<file path="src/rtl/img_uart_streamer.sv">
// ---------------------------------------------------------------------------
// img_uart_streamer
//
// Streams a stored WIDTH x HEIGHT greyscale image out of a BRAM read port as
// back-to-back 8N1 UART frames, one pixel per frame, in raster order.  The
// next pixel is fetched while the current frame is on the wire, so there is
// no idle time between frames.
//
// Ports
//   clk_in           system clock
//   rst_in           asynchronous reset, active low
//   start_in         single-cycle request to stream the whole image
//   read_addr        BRAM read address
//   read_addr_valid  BRAM read enable (one-cycle pulses)
//   pixel_in         BRAM read data, valid BRAM_LATENCY cycles after a read
//   tx               UART line, idles high
//   busy             high while a stream is in progress
//   done             one-cycle pulse when the last stop bit has completed
// ---------------------------------------------------------------------------
module img_uart_streamer #(
    parameter int WIDTH           = 64,
    parameter int HEIGHT          = 64,
    parameter int BIT_DEPTH       = 8,
    parameter int CLOCKS_PER_BAUD = 50,
    parameter int BRAM_LATENCY    = 2
) (
    input  logic                              clk_in,
    input  logic                              rst_in,
    input  logic                              start_in,
    output logic [$clog2(WIDTH*HEIGHT)-1:0]   read_addr,
    output logic                              read_addr_valid,
    input  logic [BIT_DEPTH-1:0]              pixel_in,
    output logic                              tx,
    output logic                              busy,
    output logic                              done
);

    localparam int NUM_PIXELS = WIDTH * HEIGHT;
    localparam int AW         = $clog2(NUM_PIXELS);
    localparam int BW         = $clog2(CLOCKS_PER_BAUD);

    localparam logic [AW-1:0] LAST_PIX  = AW'(NUM_PIXELS - 1);
    localparam logic [BW-1:0] LAST_BAUD = BW'(CLOCKS_PER_BAUD - 1);
    localparam logic [3:0]    STOP_BIT  = 4'd9;

    typedef enum logic [1:0] {
        IDLE  = 2'd0,
        PRIME = 2'd1,
        SEND  = 2'd2,
        DONE  = 2'd3
    } state_t;

    state_t                  state_reg;
    state_t                  state_next;
    logic                    prime_issue_reg;   // first cycle of PRIME
    logic [BRAM_LATENCY-1:0] fetch_pipe_reg;    // tracks the read in flight
    logic [BW-1:0]           baud_cnt_reg;
    logic [3:0]              bit_cnt_reg;       // 0 start, 1..8 data, 9 stop
    logic [AW-1:0]           pix_idx_reg;       // pixel currently on the wire
    logic [7:0]              shift_reg;         // byte being transmitted
    logic [7:0]              hold_reg;          // prefetched next byte

    logic       more_pixels;
    logic       prefetch_issue;
    logic       read_issue;
    logic       data_arrive;
    logic       frame_end;
    logic [2:0] data_bit_idx;

    assign more_pixels    = (pix_idx_reg != LAST_PIX);
    // Prefetch is issued on the very first cycle of each start bit.
    assign prefetch_issue = (state_reg == SEND) && (bit_cnt_reg == 4'd0) &&
                            (baud_cnt_reg == '0) && more_pixels;
    assign read_issue     = ((state_reg == PRIME) && prime_issue_reg) || prefetch_issue;
    // Only one read is ever outstanding, so the pipe's tail marks valid data.
    assign data_arrive    = fetch_pipe_reg[BRAM_LATENCY-1];
    assign frame_end      = (state_reg == SEND) && (bit_cnt_reg == STOP_BIT) &&
                            (baud_cnt_reg == LAST_BAUD);
    assign data_bit_idx   = 3'(bit_cnt_reg - 4'd1);

    // ---------------- state register ----------------
    always_ff @(posedge clk_in or negedge rst_in) begin
        if (!rst_in) begin
            state_reg <= IDLE;
        end else begin
            state_reg <= state_next;
        end
    end

    // ---------------- next-state logic ----------------
    always_comb begin
        state_next = state_reg;
        case (state_reg)
            IDLE:    if (start_in)                  state_next = PRIME;
            PRIME:   if (data_arrive)               state_next = SEND;
            SEND:    if (frame_end && !more_pixels) state_next = DONE;
            DONE:                                   state_next = IDLE;
            default:                                state_next = IDLE;
        endcase
    end

    // ---------------- outputs ----------------
    always_comb begin
        tx              = 1'b1;
        busy            = 1'b0;
        done            = 1'b0;
        read_addr_valid = read_issue;
        // The priming read is address 0; otherwise the address rests at 0.
        read_addr       = prefetch_issue ? (pix_idx_reg + 1'b1) : '0;
        case (state_reg)
            PRIME: busy = 1'b1;
            SEND: begin
                busy = 1'b1;
                if (bit_cnt_reg == 4'd0) begin
                    tx = 1'b0;
                end else if (bit_cnt_reg == STOP_BIT) begin
                    tx = 1'b1;
                end else begin
                    tx = shift_reg[data_bit_idx];
                end
            end
            DONE:    done = 1'b1;
            default: ;
        endcase
    end

    // ---------------- read tracking pipe ----------------
    generate
        if (BRAM_LATENCY == 1) begin : g_pipe_single
            always_ff @(posedge clk_in or negedge rst_in) begin
                if (!rst_in) begin
                    fetch_pipe_reg <= '0;
                end else begin
                    fetch_pipe_reg <= read_issue;
                end
            end
        end else begin : g_pipe_multi
            always_ff @(posedge clk_in or negedge rst_in) begin
                if (!rst_in) begin
                    fetch_pipe_reg <= '0;
                end else begin
                    fetch_pipe_reg <= {fetch_pipe_reg[BRAM_LATENCY-2:0], read_issue};
                end
            end
        end
    endgenerate

    // ---------------- datapath and counters ----------------
    always_ff @(posedge clk_in or negedge rst_in) begin
        if (!rst_in) begin
            prime_issue_reg <= 1'b0;
            baud_cnt_reg    <= '0;
            bit_cnt_reg     <= '0;
            pix_idx_reg     <= '0;
            shift_reg       <= '0;
            hold_reg        <= '0;
        end else begin
            prime_issue_reg <= (state_reg == IDLE) && start_in;
            case (state_reg)
                PRIME: begin
                    baud_cnt_reg <= '0;
                    bit_cnt_reg  <= '0;
                    if (data_arrive) begin
                        shift_reg <= pixel_in[BIT_DEPTH-1 -: 8];
                    end
                end
                SEND: begin
                    if (data_arrive) begin
                        hold_reg <= pixel_in[BIT_DEPTH-1 -: 8];
                    end
                    if (baud_cnt_reg == LAST_BAUD) begin
                        baud_cnt_reg <= '0;
                        if (bit_cnt_reg == STOP_BIT) begin
                            bit_cnt_reg <= '0;
                            // Next frame starts on the following cycle.
                            if (more_pixels) begin
                                shift_reg   <= hold_reg;
                                pix_idx_reg <= pix_idx_reg + 1'b1;
                            end
                        end else begin
                            bit_cnt_reg <= bit_cnt_reg + 4'd1;
                        end
                    end else begin
                        baud_cnt_reg <= baud_cnt_reg + 1'b1;
                    end
                end
                default: begin
                    baud_cnt_reg <= '0;
                    bit_cnt_reg  <= '0;
                    pix_idx_reg  <= '0;
                end
            endcase
        end
    end

endmodule

</file>
<file path="config.mk">
export PLATFORM = sky130hd
export DESIGN_NAME = img_uart_streamer
export DESIGN_NICKNAME = d
export VERILOG_FILES = /design/src/rtl/img_uart_streamer.sv
export SDC_FILE = /design/constraint.sdc
export NUM_CORES = 1
export LEC_CHECK = 0
export ABC_CLOCK_PERIOD_IN_PS = 7050
export CORE_MARGIN = 2
export CORE_UTILIZATION = 50
export CTS_BUF_LIST = sky130_fd_sc_hd__clkbuf_4
export DETAILED_ROUTE_END_ITERATION = 8
export PLACE_DENSITY = 0.83
export SETUP_SLACK_MARGIN = 0.1
export SLEW_MARGIN = 25
export SYNTH_ARGS = -nofsm -noshare
export SYNTH_HDL_FRONTEND = slang
export SYNTH_SLANG_ARGS = --single-unit
</file>
<file path="constraint.sdc">
create_clock -name clk_in -period 7.05 [get_ports clk_in]
set_clock_uncertainty 0.2 [all_clocks]
set_input_delay 1.41 -clock clk_in [delete_from_list [all_inputs] [get_ports clk_in]]
set_output_delay 1.41 -clock clk_in [all_outputs]
set_load 0.05 [all_outputs]
</file>
# [After elaboration in Yosys (flattened, before gate mapping)]
# Cells that the tools add are included.
[op_classes] n_addsub=4 magnitude_cmp=1 eq_ne=12 mux=26 n_bitwise=1 reduce_logical=19
[ops] op="2-to-1 mux 12 bit" n=4
[ops] op="2-to-1 mux 8 bit" n=4
[ops] op="one-hot mux 12 bit (2 select lines)" n=1
[ops] op="one-hot mux 8 bit (2 select lines)" n=1
[ops] op="adder 12 x 1 -> 12 bit, second input constant" n=1
[ops] op="2-to-1 mux 4 bit" n=3
[ops] op="2-to-1 mux 6 bit" n=2
[ops] op="inequality test 12 bit, second input constant" n=1
[ops] op="logical AND 1 bit" n=8
[ops] op="one-hot mux 2 bit (4 select lines)" n=1
[ops] op="adder 6 x 1 -> 6 bit, second input constant" n=1
[ops] op="equality test 6 bit, second input constant" n=1
[ops] op="logical NOT 6 bit" n=1
[ops] op="2-to-1 mux 1 bit" n=6
[ops] op="2-to-1 mux 2 bit" n=3
[ops] op="inequality test 2 x 1 -> 1 bit, second input constant" n=3
[ops] op="inequality test 2 bit, second input constant" n=3
[ops] op="AND reduction 5 bit" n=1
[ops] op="adder 4 x 1 -> 4 bit, second input constant" n=1
[ops] op="equality test 2 bit, second input constant" n=2
[ops] op="equality test 4 bit, second input constant" n=1
[ops] op="logical NOT 4 bit" n=1
[ops] op="< comparator 3 x 4 -> 1 bit, second input constant" n=1
[ops] op="AND reduction 4 bit" n=1
[ops] op="11 further kinds" n=11
[totals] regBits=43 out_inout_bits=16 wordCells=71

# [Longest topological paths before layout]
[depth] word_depth=6 depth_mapped=9

# [Worst setup path before layout]
# Ideal clock, no wire load.
[synth_timing] kind="register to output" from="reg state_reg[0]" to="out read_addr[10]" t_arrival_ps=2101 required_time_ps=5440 setup_slack_ps=3339 stages_incl_launch_ff=9 path_buffers=2 path_cell_list="dfrtp_1 > inv_1 > ha_1 > clkbuf_1 > nand2_1 > nor3_1 > nand4_1 > buf_4 > nor2_1"
[synth_between] elab_chain_cells=5
[synth_rtl] item="from (decl)" line_no="53" rtl="state_t state_reg;"
[synth_rtl] item="from (signal assigned)" line_no="86" rtl="state_reg <= state_next;"
[synth_rtl] item="equality test 2 bit" line_no="72" rtl="assign prefetch_issue = (state_reg == SEND) && (bit_cnt_reg == 4'd0) &&"
[synth_rtl] item="logical AND 1 bit (2 in series)" line_no="72"
[synth_rtl] item="logical AND 1 bit" line_no="73" rtl="(baud_cnt_reg == '0) && more_pixels;"
[synth_rtl] item="2-to-1 mux 12 bit" line_no="109" rtl="read_addr = prefetch_issue ? (pix_idx_reg + 1'b1) : '0;"
[synth_rtl] item="to (decl)" line_no="30" rtl="output logic [$clog2(WIDTH*HEIGHT)-1:0] read_addr,"
# Every way passes these cells.

# [Worst setup path in the final report]
[layout_timing] from="reg pix_idx_reg[0]" to="out read_addr[10]"
[layout_between] elab_chain_cells=3
[layout_rtl] item="from (decl)" line_no="59" rtl="logic [AW-1:0] pix_idx_reg;"
[layout_rtl] item="from (signal assigned)" line_no="178" rtl="pix_idx_reg <= pix_idx_reg + 1'b1;"
[layout_rtl] item="parallel branches: the longest is 2 deep, another holds adder 12 x 1 -> 12 bit"
[layout_rtl] item="2-to-1 mux 12 bit *" line_no="109"
# Mark *: on every way between the ends.

==> impl_metrics.toml <==
[clock_tree]
postCtsSetupBuffers = 0
clk_path_buf_depth = 2
cts_buffers = 5
cts_repair_resize_count = 0
clock_latency_ns = 0.36
cts_max_level = 2
cts_hold_buf = 0
cts_sinks = 43
clk_pin_slew_ns = 0.13
root_buffer = "clkbuf_4"
cts_tree = "done"

[yosys]
ys_seq_area_share_pct = 40.6
syn_area_per_cell_sq_um = 9.71
yosysTopAreaCell = "dfrtp_1"
synthesis.nets = 295
synth_largest_type_area_fraction_pct = 40.6
yosysWarnings = 0
async_reset_ff_share_pct = 100
synthCells = 273
yosysUniqueCellTypes = 50
ys_seq_elements = 43
synth-edff-count = 0
synthFlopType = "dfrtp_1"
synth.area.top_cells = "dfrtp_1 41%, ha_1 5.2%, nand2_1 4.8%"
syn_area_sq_mm = 0.00265

[final_layout]
diodes = 0
final_common_cell = "dfrtp_1"
layout-drive-gt1-share_pct = 10.1
multi_input_area_sq_mm = 0.00143
layout.cells.non_filler = 358
seq_area_sq_mm = 0.00108
nNetsFinal = 309
fillers = 457
syn2layout_area_growth_pct = 11.4
largest_register_ffs = 12
layout_common_cells = "43 x dfrtp_1, 34 x nand2_1, 25 x nor2_1, 25 x clkdlybuf4s50_1, 14 x nand3_1"

[outcome]
status = "finished clean"

[setup_path]
reg2reg_from = "pix_idx_reg[0]"
critPathMaxStageDelay_ns = 0.83
critPathKind = "reg -> out"
cp.depth = 6
path_delay_family = "simple AND/OR/NAND/NOR gates"
critical_path_arrival_ns = 3.50
cp_num_buf_inv = 1
crit_slowest_cell = "clkdlybuf4s50_1"
reg2reg_to = "fetch_pipe_reg[0]"
end_kind = "primary output"
reg2reg_depth = 5
cp-start-kind = "flop"
r2r_slack_ns = 4.40
required_ns = 5.44
crit_chain = "ha_1 -> nand3_1 -> or3_1 -> nand4_1 -> nor2_1 -> clkdlybuf4s50_1"
worstPathMaxFanout = 15

[sta]
max_freq_mhz = 196
finalHoldViolCount = 0
finalSetupViolations = 0
fin_crit_sh_pct = 72.5
setup_tns_ns = 0
period_minus_slack_ns = 5.11
relSlewSlack_pct = 55.4
rsz0062_at_grt = "no"
fin_ws_ns = 1.94
worst_pin_slew_ns = 0.667
drv_slew = 0

[routing]
drt_iter0_drc = 141
finalWirelength_microns = 5530
first_pass_iters = 4
vias = 2127
ant_nets = 0
wire_per_inst_microns = 15.4
drcViolationCount = 0
viasPerCell = 5.94

[power_and_ir_drop]
power_frac_comb_pct = 3.9
p_int_uw = 304
pwr_density_cell_mw_per_mm2 = 132
p_switching_uw = 87.6
swShare_pct = 22.4
finalPower_uw = 391
power_frac_clock_pct = 32.1
vdd_drop_max_uv = 85.5
cellLeakagePower_nw = 1.22
p_seq_share_pct = 63.9

[floorplanning]
die_x_microns = 76.8
num_rows = 26
start_util_pct = 51.9
pin_count = 27
fp.dieH_microns = 76.8
die_area_sq_mm = 0.00590
core_sq_mm = 0.00511

[global_route]
grt_max_degree = 44
grt_pass1_wl_microns = 9890
grt_overflow = 0
antenna_found_initial = 0
grtUsageTotal_pct = 20.2
grt_pass1_vias = 2124

[hold_path]
holdCritStartpoint = "fetch_pipe_reg[0]"
hold_end = "fetch_pipe_reg[1]"
hold_depth = 0
hp-class = "reg -> reg"

[run]
maxCapViolCount = 0

[placement]
place_congestion = 0.808
place_ws_ns = 2.35
place_hpwl_microns = 3730
placedCellCount = 350
io_buffers = 26
-- layer usage --
layer / global-route usage, % / routed length (microns)
met3: 3.88 / 212
met2: 34.7 / 2840
met5: 0 / 0
met1: 25.7 / 2420
met4: 6.36 / 55
-- how the worst max path moves through the flow --
stage                 endpoint  slack, ns           start
3_5_place_dp     read_addr[10]       2.35  pix_idx_reg[0]
3_3_place_gp   read_addr_valid       2.50  pix_idx_reg[0]
2_1_floorplan    read_addr[10]       3.34    state_reg[0]
5_1_grt           read_addr[7]       1.61  pix_idx_reg[0]
4_1_cts          read_addr[10]       1.93  pix_idx_reg[0]
6_report         read_addr[10]       1.94  pix_idx_reg[0]
-- worst reg2reg max path, delay by kind of cell (launching register included) --
kind / cells / cell delay (ns)
adders and majority gates: 1 / 0.27
DFF: 1 / 0.47
and+or+nand+nor: 4 / 1.57
-- synthesized netlist by cell type (7+ instances only) --
cell and number:
a2bb2oi_1 8, xnor2_1 11, nand3_1 14, nand2_1 34
dfrtp_1 43, nand4_1 7, o32ai_1 9, ha_1 11
buf_2 7, mux2_2 9, clkbuf_1 7, nor2_1 25
inv_1 8
-- through the flow --
| stage | cell area [sq um] | utilization [%] | hold WS, ns |
|---|---|---|---|
| floorplan | 2650 | - | 0.131 |
| global placement | 2890 | 56.5 | 0.139 |
| detailed placement | 2890 | 56.5 | 0.140 |
| CTS | 2940 | 57.6 | 0.176 |
| global route | 2950 | 57.8 | 0.195 |
| finish | 2950 | 57.8 | 0.173 |
-- final cells by class --
class | count | area share, %
Clock buffer | 7 | 1.78
Clock inverter | 1 | 0.169
Inverter | 8 | 1.02
Multi-Input combinational cell | 201 | 48.4
Sequential cell | 43 | 36.4
Tap cell | 70 | 2.97
Timing Repair Buffer | 28 | 9.24
-- power by group through the flow --
stage                     combinational, mW  sequential [mW]  clock, mW
after floorplan                     0.00421            0.254          0
after global placement               0.0152            0.255          0
after detailed placement             0.0156            0.255          0
after CTS                            0.0157            0.250      0.130
after global routing                 0.0175            0.250      0.139
final                                0.0154            0.250      0.126
-- cells by family (layout without fill, tap and decap cells) --
logic type	Yosys count	in the layout	share of synthesized area, %
AOI/OAI and AO/OA	49	49	15.3
xor gates and xnor gates	15	15	4.95
adders and majority gates	11	11	5.19
buffers and inverters	29	44	5.76
DFF	43	43	40.6
muxes	14	14	6.65
and+or+nand+nor	112	112	21.6
Power figures use the tool's default switching activity.
